### src/rtl/bin_to_bcd_seq.sv
// Sequential binary-to-packed-BCD converter (double dabble), one input bit per clock.
// Optional leading-zero blank mask enabled by defining LEADING_ZERO_BLANK_EN.
module bin_to_bcd_seq #(
  parameter int BIN_WIDTH = 24,
  parameter int DIGITS    = 8,
  parameter int CNT_WIDTH = $clog2(BIN_WIDTH + 1)
) (
  input  logic                  clk,
  input  logic                  rst,
  input  logic                  start,
  input  logic [BIN_WIDTH-1:0]  bin_in,
  output logic                  busy,
  output logic                  done,
  output logic [4*DIGITS-1:0]   bcd_out,
  output logic                  overflow,
  output logic [DIGITS-1:0]     digit_blank
);

  typedef enum logic [1:0] {
    IDLE  = 2'd0,
    SHIFT = 2'd1,
    DONE  = 2'd2
  } state_t;

  state_t               state_q, state_d;
  logic [BIN_WIDTH-1:0] bin_q;
  logic [4*DIGITS-1:0]  scratch_q;
  logic [CNT_WIDTH-1:0] cnt_q;
  logic                 ovf_q;

  logic [4*DIGITS-1:0]  scratch_adj;
  logic [4*DIGITS-1:0]  shift_scratch;
  logic [BIN_WIDTH-1:0] shift_bin;
  logic                 carry_out;
  logic                 last_iter;
  logic [3:0]           digit;

  assign last_iter = (cnt_q == CNT_WIDTH'(BIN_WIDTH - 1));
  assign busy      = (state_q == SHIFT) || (state_q == DONE);
  assign done      = (state_q == DONE);

  // Add-3 is strictly per digit; a digit never carries into its neighbour.
  always_comb begin
    // NOTE: every always_comb output gets a default first so no path can infer a latch.
    scratch_adj = '0;
    digit       = '0;
    for (int i = 0; i < DIGITS; i++) begin
      digit = scratch_q[4*i +: 4];
      scratch_adj[4*i +: 4] = (digit >= 4'd5) ? digit + 4'd3 : digit;
    end
  end

  // The bit leaving the top digit is the decimal carry out, i.e. overflow.
  assign {carry_out, shift_scratch, shift_bin} = {scratch_adj, bin_q, 1'b0};

  always_comb begin
    state_d = state_q;
    case (state_q)
      IDLE:    if (start) state_d = SHIFT;
      SHIFT:   if (last_iter) state_d = DONE;
      DONE:    state_d = IDLE;
      default: state_d = IDLE;
    endcase
  end

  always_ff @(posedge clk) begin
    // NOTE: sequential state uses non-blocking assignments so every register samples pre-edge values.
    if (!rst) state_q <= IDLE;
    else      state_q <= state_d;
  end

  always_ff @(posedge clk) begin
    if (!rst) begin
      bin_q     <= '0;
      scratch_q <= '0;
      cnt_q     <= '0;
      ovf_q     <= 1'b0;
      bcd_out   <= '0;
      overflow  <= 1'b0;
    end else begin
      case (state_q)
        IDLE: begin
          if (start) begin
            bin_q     <= bin_in;
            scratch_q <= '0;
            cnt_q     <= '0;
            ovf_q     <= 1'b0;
          end
        end
        SHIFT: begin
          bin_q     <= shift_bin;
          scratch_q <= shift_scratch;
          cnt_q     <= cnt_q + CNT_WIDTH'(1);
          ovf_q     <= ovf_q | carry_out;
          // Results land on entry to DONE so they are valid during the done pulse.
          if (last_iter) begin
            bcd_out  <= shift_scratch;
            overflow <= ovf_q | carry_out;
          end
        end
        default: ;
      endcase
    end
  end

`ifdef LEADING_ZERO_BLANK_EN
  logic [DIGITS-1:0] blank_d;
  logic [DIGITS-1:0] blank_q;
  logic              upper_zero;

  // Digit i>0 blanks only when it and every digit above it are zero; digit 0 never blanks.
  always_comb begin
    blank_d    = '0;
    upper_zero = 1'b1;
    for (int i = DIGITS - 1; i > 0; i--) begin
      upper_zero = upper_zero & (shift_scratch[4*i +: 4] == 4'd0);
      blank_d[i] = upper_zero;
    end
  end

  always_ff @(posedge clk) begin
    if (!rst)                             blank_q <= '0;
    else if (state_q == SHIFT && last_iter) blank_q <= blank_d;
  end

  assign digit_blank = blank_q;
`else
  assign digit_blank = '0;
`endif

endmodule

### config.mk
export PLATFORM = sky130hd
export DESIGN_NAME = bin_to_bcd_seq
export DESIGN_NICKNAME = d
export VERILOG_FILES = /design/src/rtl/bin_to_bcd_seq.sv
export SDC_FILE = /design/constraint.sdc
export NUM_CORES = 1
export LEC_CHECK = 0
export CAP_MARGIN = 20
export CORE_ASPECT_RATIO = 1.25
export CORE_MARGIN = 2
export CORE_UTILIZATION = 54
export CTS_CLUSTER_SIZE = 16
export DETAILED_ROUTE_END_ITERATION = 10
export PLACE_DENSITY = 0.8
export SETUP_SLACK_MARGIN = 0.05
export SLEW_MARGIN = 5
export SYNTH_ARGS = -nofsm -noshare
export SYNTH_HDL_FRONTEND = slang
export SYNTH_SLANG_ARGS = --single-unit
### constraint.sdc
create_clock -name clk -period 2.11 [get_ports clk]
set_input_delay 0.422 -clock clk [delete_from_list [all_inputs] [get_ports clk]]
set_output_delay 0.422 -clock clk [all_outputs]
set_load 0.02 [all_outputs]
==> summary.md, run 1 <==
| Metric | Value |
|---|---|
| Initial antenna violation count | 0 |
| Switch share | 30.9% |
| PD cells | 765 nW/um^2 |
| Width of the die | 86.5 um |
| Hold Path Stages | 2 |
| Sequential share of the synthesized area | 42.3% |
| Post-synthesis async set-or-reset flop share | 0% |
| Post-synthesis cell count | 534 |
| Nets | 635 |
| WP data required | 1.69 ns |
| Max cap viols | 0 |
| Synth top area share | 42.3% |
| Std-Cell Core Area | 8240 um^2 |
| GRT Total Usage | 23.9% |
| Flop2flop setup slack | 0.26 ns |
| CP endpoint kind | output port |
| Die height | 107 um |
| Grt total ovfl | 0 |
| Die area | 9270 um^2 |
| Bufs and invs on worst path | 2 |
| Peak VDD IR | 0.000404 V |
| Sequential power share | 49.7% |
| Crit start category | flip-flop |
| Yosys top cell by area | dfxtp_1 |
| Layout cells sized above 1 | 7.94% |
| Worst skew pair latency | 0.37 ns |
| Sw Pwr | 1.29 mW |
| Status | complete, no violations |
| Hold Violations, Final | 0 |
| EDFF count, synth | 0 |
| CTS Sinks | 97 |
| Crit path max-delay family | buffers and inverters |
| Final core area utilization | 66.2% |
| Fin. max-slew vios | 0 |
| Clock skew | 0.0142 ns |
| Antenna viol nets, final | 0 |
| Reg2reg end | bcd_out[15] |
| CP Cell Sequence | inv_1 > ha_1 > dlygate4sd2_1 |
| Slew margin rel. | 66.0% |
| Hold path endpoint | scratch_q[25] |
| CTS HTree Levels | 3 |
| Setup TNS | 0 ns |
| Critical path fanouts, max | 3 |
| Main synth FF type | dfxtp_1 |
| Drt initial violations | 242 |
| Diodes inserted | 0 |
| Arr. time, crit path | 1.46 ns |
| CTS tree | yes |
| Clk pwr share | 30.2% |
| Post-synth top cells | dfxtp_1 (97), a21oi_1 (62), nand2_1 (54) |
| Reg2Reg Depth | 6 |
| Crit path launch | state_q[0] |
| Vias per cell | 5.84 |
| Largest stage delay on the critical path | 0.37 ns |
| Worst-margin pin slew | 0.509 ns |
| Final period util | 89.3% |
| CP Class | flip-flop to output port |
| Initial core utilization | 55.8% |
| YS warnings | 0 |
| Final Hold Slack | 0.469 ns |
| First-pass GRT wire length | 17900 um |
| Worst min-delay path startpoint | scratch_q[25] |
| Top cells by area, synth | dfxtp_1 (42%), a21oi_1 (6.8%), ha_1 (5.7%) |
| Most common cell in the synthesized netlist | dfxtp_1 |
| Library cells used by synthesis | 36 |
| Vias in the first global route | 3888 |
| Clock root cell | clkbuf_8 |
| Num CTS Buffers | 9 |
| IO Port Bufs | 61 |
| Min-delay worst type | flip-flop to flip-flop |
| Leak | 1.90 nW |
| Cell area after synthesis | 4590 um^2 |
| Unrepaired setup endpoints after global routing | false |
| Via Count | 4021 |
| Maximum clock rate | 531 MHz |
| WL/cell | 15.4 um |
| GPL Wtd Cong | 0.763 |
| Logic pwr share | 20.1% |
| Final worst path period need | 1.88 ns |
| Residual DRC | 0 |
| Setup violators final | 0 |
| DRT Pass-1 Iters | 5 |
| Worst R2R Start | cnt_q[0] |
| Layout Area Growth over Synthesis | 18.7% |
| Final HPWL DP | 7000 um |
| Routed WL | 10600 um |
| Rows | 37 |
| Hold_buf cts | 0 |
| Critical path's slowest cell | dfxtp_1 |
| FF+latch count, synth | 97 |
| Syn_area_per_cell | 8.60 um^2 |
| Bufs on Longest Clock Path | 2 |
| Pint | 2.88 mW |
| Pin count of the biggest net entering global routing | 30 |
| CTS clk-pin slew, worst paths | 0.10 ns |
| Boundary Pins | 70 |
## cells in the final DEF, fill, tap and decap left out, types with 3 or more instances in the layout
cell type        instances
nand3b_1                21
nor3b_1                 15
conb_1                   8
o21ai_1                 19
mux2_2                   9
xor2_1                   3
nand4_1                  9
inv_1                   19
a21oi_1                 62
buf_4                   16
nor2_1                  24
clkbuf_8                10
o22ai_1                 18
dfxtp_1                 97
o21ai_0                 51
clkdlybuf4s50_1         58
nand2b_1                 9
mux2i_1                  3
o221ai_1                22
ha_1                    21
a211oi_1                 9
xnor2_1                  8
nand2_1                 54
## area by class of cell
class | count | area [um^2]
Fill cell | 674 | 2790
Multi-Input combinational cell | 379 | 2340
Clock buffer | 10 | 138
Inverter | 21 | 78.8
Sequential cell | 97 | 1940
Tap cell | 97 | 121
Clock inverter | 6 | 67.6
Timing Repair Buffer | 79 | 767
## metrics by stage
stage | std cells | cell area, um^2 | power (mW) | worst slack (ns)
after floorplan | 541 | 4620 | 2.71 | 0.522
after global placement | 673 | 5240 | 2.92 | 0.114
after detailed placement | 673 | 5240 | 2.95 | 0.0380
after CTS | 689 | 5440 | 4.17 | 0.108
after global routing | 689 | 5450 | 4.37 | 0.143
final | 689 | 5450 | 4.17 | 0.225
## sequential cells by signal, indices dropped and copies added, names as in the netlist
register,cells
ovf_q,1
scratch_q,32
bin_q,24
cnt_q,5
bcd_out,32
overflow,1
state_q,2
## worst max-delay path by stage
stage | endpoint | slack [ns] | cells after the start
6_report | busy | 0.23 | 3
3_5_place_dp | scratch_q[10] | 0.04 | 5
3_3_place_gp | ovf_q | 0.11 | 5
5_1_grt | busy | 0.14 | 3
4_1_cts | done | 0.11 | 3
2_1_floorplan | scratch_q[10] | 0.52 | 8
## kinds of logic after synthesis
kind of cell | share of synthesized area [%]
compound gates | 23.5
mux | 2.86
other cells | 0.0816
simple gates | 15.9
xor+xnor | 2.10
buf+inv | 7.54
flops | 42.3
fa+ha+maj | 5.72
## power groups by stage
stage | Combinational (mW) | Clock [mW] | Sequential (mW)
final | 0.838 | 1.26 | 2.07
after global routing | 0.936 | 1.34 | 2.09
after CTS | 0.835 | 1.26 | 2.07
after global placement | 0.809 | 0 | 2.11
after detailed placement | 0.834 | 0 | 2.12
after floorplan | 0.625 | 0 | 2.09
## per-layer routing
layer | part of all wire [%] | GRT usage (%) | up-vias | routed length (um)
met3 | 4.5 | 3.70 | 14 | 480
li1 | - | - | 2000 | -
met1 | 44 | 29.6 | 1914 | 4700
met5 | 0 | 0 | - | 0
met4 | 2.0 | 10.5 | 0 | 209
met2 | 49 | 40.5 | 93 | 5210
## worst min-delay path, cell delays in order, from the launching register on
cell     delay [ns]
dfxtp_1        0.33
nand2_1        0.05
o21ai_1        0.05
## what timing repair did
| action | CTS | global route |
|---|---|---|
| resized for setup | 1 | 2 |
| setup endpoints to repair | 1 | 4 |
| buffers inserted | 0 | 0 |
Power figures use the tool's default switching activity.
==> inputs of run 2 (changes only) <==
- CORE_UTILIZATION: 54 -> 56
- CTS_BUF_LIST: default -> sky130_fd_sc_hd__clkbuf_8
- PLACE_DENSITY: 0.8 -> 0.82
==> run 2 against run 1 <==
  * Cell count down 0.73%
  * Register-to-register slack better by 0.04 ns
  * First-iteration DRC count down 15%
  * Critical path type unchanged
  * Critical endpoint unchanged
==> summary.md, run 2 (synthesized netlist as in run 1, its figures left out) <==
| Metric | Value |
|---|---|
| Status | complete, no violations |
| PD cells | 794 nW/um^2 |
| Std-Cell Core Area | 7880 um^2 |
| CP Class | flip-flop to output port |
| Layout cells sized above 1 | 7.30% |
| CTS HTree Levels | 3 |
| Crit start category | flip-flop |
| Final worst path period need | 1.87 ns |
| Layout Area Growth over Synthesis | 18.6% |
| Residual DRC | 0 |
| CTS Sinks | 97 |
| Critical path fanouts, max | 3 |
| Clock skew | 0.00873 ns |
| Die height | 105 um |
| Fin. max-slew vios | 0 |
| Routed WL | 10300 um |
| Worst skew pair latency | 0.36 ns |
| Worst-margin pin slew | 0.503 ns |
| WP data required | 1.69 ns |
| Hold_buf cts | 0 |
| Final worst slack | 0.237 ns |
| Arr. time, crit path | 1.45 ns |
| Antenna viol nets, final | 0 |
| First-pass GRT wire length | 17700 um |
| Post-CTS sizing | 1 |
| Bufs and invs on worst path | 2 |
| Bufs on Longest Clock Path | 2 |
| Boundary Pins | 70 |
| Post-layout total power | 4.32 mW |
| Maximum clock rate | 534 MHz |
| Post-CTS setup buffer count | 0 |
| Dpl ws | 0.0721 ns |
| WL/cell | 15.0 um |
| Largest stage delay on the critical path | 0.38 ns |
| DRT Pass-1 Iters | 4 |
| Final period util | 88.8% |
| CP endpoint kind | output port |
| Min-delay worst type | flip-flop to flip-flop |
| Final HPWL DP | 6940 um |
| Final Hold Slack | 0.466 ns |
| Most common cell after layout, fill and taps aside | dfxtp_1 |
| Critical path's slowest cell | dfxtp_1 |
| Peak VDD IR | 0.000606 V |
| Leak | 1.90 nW |
| Setup violators final | 0 |
| Width of the die | 85.0 um |
| Layout fillers | 615 |
| Clock root cell | clkbuf_8 |
| Nets | 632 |
| Initial antenna violation count | 0 |
| Setup TNS | 0 ns |
| Diodes inserted | 0 |
| Num CTS Buffers | 9 |
| Vias per cell | 5.86 |
| Drt initial violations | 205 |
| Initial core utilization | 58.3% |
| GRT Total Usage | 24.0% |
| GPL Wtd Cong | 0.817 |
| Rows | 36 |
| Largest regs | bcd_out x32, scratch_q x32, bin_q x24 |
| CTS tree | yes |
| Pin count of the biggest net entering global routing | 30 |
| CTS clk-pin slew, worst paths | 0.09 ns |
| Most frequent cells in the layout | dfxtp_1 (97), a21oi_1 (62), clkdlybuf4s50_1 (58) |
| Unrepaired setup endpoints after global routing | false |
| Slew margin rel. | 66.5% |
| Die area | 8950 um^2 |
| CP Cell Sequence | inv_1 > ha_1 > dlygate4sd2_1 |
| Via Count | 4005 |
| Grt total ovfl | 0 |
| IO Port Bufs | 61 |
| Max cap viols | 0 |
| Vias in the first global route | 3960 |
| Crit path max-delay family | buffers and inverters |
| Hold Violations, Final | 0 |
run 2: cell count changes in the layout (fill, tap and decap cells not counted), sizes merged:
cell / change
buf: -3
inv: +1
clkinvlp: -1
bufinv: +2
clkinv: -2
run 2: per-stage QoR:
stage	cell area (um^2)	std cells	util, %
after floorplan	4620	541	-
after global placement	5200	668	66.0
after detailed placement	5200	668	66.0
after CTS	5450	684	69.1
after global routing	5450	684	69.1
final	5450	684	69.1
run 2: path summary, 6_finish.rpt:
kind	start	to	slack (ns)	cells past startpoint
max	state_q[1]	busy	0.24	3
min	bin_q[0]	bin_q[0]	0.47	2
max reg2reg	state_q[0]	scratch_q[13]	0.30	6
min reg2reg	bin_q[0]	bin_q[0]	0.47	2
run 2: layout make-up:
cell class                      count  area [um^2]  share of cell area, %
Timing Repair Buffer               76          732                   13.4
Multi-Input combinational cell    379         2330                   42.8
Clock inverter                      6          106                   1.95
Sequential cell                    97         1940                   35.6
Tap cell                           95          119                   2.18
Clock buffer                       10          138                   2.53
Inverter                           21         78.8                   1.45
run 2: layer usage:
metal / part of all wire, % / vias to the layer above / track usage [%]
met5: 0 / - / 0
met2: 49 / 96 / 39.8
met1: 44 / 1892 / 29.2
met3: 4.8 / 22 / 5.01
li1: - / 1995 / -
met4: 2.3 / 0 / 11.7
run 2: worst register-to-register path, stage by stage (launching register included):
cell and delay (ns):
dfxtp_1 0.34, inv_1 0.10, ha_1 0.28, nand2b_1 0.18
and2_1 0.24, nand2_2 0.37, o21ai_0 0.17
run 2: report_power, final:
group	switching, mW	internal (mW)	total [mW]
sequential	0.104	1.97	2.08
combinational	0.498	0.306	0.804
clock	0.630	0.813	1.44
total	1.23	3.09	4.32
==> inputs of run 3 (changes only) <==
- CORE_MARGIN: 2 -> default
==> run 3 against run 2 <==
  * Maximum frequency is 0.29% higher
  * Cell count is 0.15% higher
  * Global-route usage is 0.88 points higher
  * Critical path depth stayed put
  * Largest cell class unchanged
  * Highest routed layer unchanged
==> summary.md, run 3 (synthesized netlist as in run 1, its figures left out) <==
| Metric | Value |
|---|---|
| Worst skew pair latency | 0.37 ns |
| Via Count | 4012 |
| Largest stage delay on the critical path | 0.37 ns |
| Final worst path period need | 1.87 ns |
| CTS clk-pin slew, worst paths | 0.09 ns |
| Seq. cell area | 1940 um^2 |
| WP data required | 1.69 ns |
| IO Port Bufs | 61 |
| Layout cells sized above 1 | 7.63% |
| Vias in the first global route | 3775 |
| Hold Violations, Final | 0 |
| Antenna viol nets, final | 0 |
| Flop2flop setup slack | 0.31 ns |
| Unrepaired setup endpoints after global routing | false |
| Maximum clock rate | 535 MHz |
| CTS Sinks | 97 |
| Most common cell after layout, fill and taps aside | dfxtp_1 |
| Num CTS Buffers | 9 |
| Grt total ovfl | 0 |
| Most frequent cells in the layout | dfxtp_1 (97), a21oi_1 (62), clkdlybuf4s50_1 (58) |
| CTS tree | yes |
| First-pass GRT wire length | 17300 um |
| Setup TNS | 0 ns |
| Bufs on Longest Clock Path | 2 |
| Diodes inserted | 0 |
| Multi-input gate area | 2330 um^2 |
| Slew margin rel. | 65.7% |
| Rows | 36 |
| Crit start category | flip-flop |
| Post-layout total power | 4.30 mW |
| Cells after DPL | 670 |
| Bufs and invs on worst path | 2 |
| Final HPWL DP | 7030 um |
| WL/cell | 15.0 um |
| GPL Wtd Cong | 0.794 |
| Initial antenna violation count | 0 |
| Status | complete, no violations |
| Layout Area Growth over Synthesis | 18.9% |
| Peak VDD IR | 0.000476 V |
| Post-CTS setup buffer count | 0 |
| Std-Cell Core Area | 7880 um^2 |
| Width of the die | 83.0 um |
| PD cells | 788 nW/um^2 |
| CP Cell Sequence | inv_1 > ha_1 > dlygate4sd2_1 |
| Final non-filler cell total | 685 |
| Boundary Pins | 70 |
| Fin. max-slew vios | 0 |
| Residual DRC | 0 |
| Routed WL | 10300 um |
| Layout fillers | 609 |
| CTS HTree Levels | 3 |
| Critical path's slowest cell | dfxtp_1 |
| CP endpoint kind | output port |
| DRT Pass-1 Iters | 4 |
| Drt initial violations | 200 |
| Vias per cell | 5.86 |
| Hold_buf cts | 0 |
| Setup violators final | 0 |
| Die area | 8570 um^2 |
| GRT Total Usage | 24.9% |
| Critical path fanouts, max | 3 |
| Max cap viols | 0 |
| Initial core utilization | 58.3% |
| Leak | 1.91 nW |
| Clock skew | 0.0114 ns |
| Arr. time, crit path | 1.45 ns |
| Final period util | 88.5% |
| Nets | 634 |
| Worst-margin pin slew | 0.512 ns |
| CP Class | flip-flop to output port |
| Pin count of the biggest net entering global routing | 44 |
| Min-delay worst type | flip-flop to flip-flop |
| Clock root cell | clkbuf_8 |
| Crit path max-delay family | buffers and inverters |
| Die height | 103 um |
| Largest regs | bcd_out x32, scratch_q x32, bin_q x24 |
==> run 3: through the flow <==
| stage | setup slack, ns | hold slack (ns) | area, um^2 | util (%) |
|---|---|---|---|---|
| final | 0.242 | 0.464 | 5460 | 69.3 |
| after global routing | 0.107 | 0.473 | 5460 | 69.3 |
| after CTS | 0.0974 | 0.465 | 5460 | 69.3 |
| after detailed placement | 0.0634 | 0.453 | 5230 | 66.3 |
| after global placement | 0.112 | 0.438 | 5230 | 66.3 |
| after floorplan | 0.522 | 0.432 | 4620 | - |
==> run 3: cell type report <==
type / instances / area share, %
clock buffers: 9 / 2.27
flip-flops and latches: 97 / 35.5
inverters: 21 / 1.44
multi-input cells: 379 / 42.7
clock inverters: 6 / 1.97
well taps: 95 / 2.18
repair buffers: 78 / 13.9
==> run 3: worst paths after layout <==
kind | from | to | cells past startpoint
min | scratch_q[29] | scratch_q[29] | 2
min reg2reg | scratch_q[29] | scratch_q[29] | 2
max reg2reg | cnt_q[0] | bcd_out[31] | 6
max | state_q[0] | busy | 3
==> run 3: per-layer routing <==
metal / track usage (%) / routed length, um / part of all wire, % / vias up
met4: 12.5 / 197 / 1.9 / 0
li1: - / - / - / 2002
met5: 0 / 0 / 0 / -
met2: 44.5 / 5200 / 51 / 95
met3: 4.29 / 419 / 4.1 / 21
met1: 29.1 / 4450 / 43 / 1894
==> run 3: timing repair <==
action	4_1_cts	5_1_grt
gates resized for setup	1	1
endpoints found under the setup margin	1	1
hold endpoints to repair	0	0
==> run 3: power breakdown <==
part           total, mW  switching [mW]  internal (mW)
logic              0.827           0.503          0.324
registers           2.07           0.101           1.97
clock network       1.40           0.628          0.776
==> run 3: worst register-to-register path: cells and delay by family (launching register included) <==
kind	cells	cell delay, ns
AOI/OAI and AO/OA	1	0.28
adders and majority gates	1	0.20
buffers and inverters	1	0.25
DFF	1	0.38
and+or+nand+nor	3	0.58
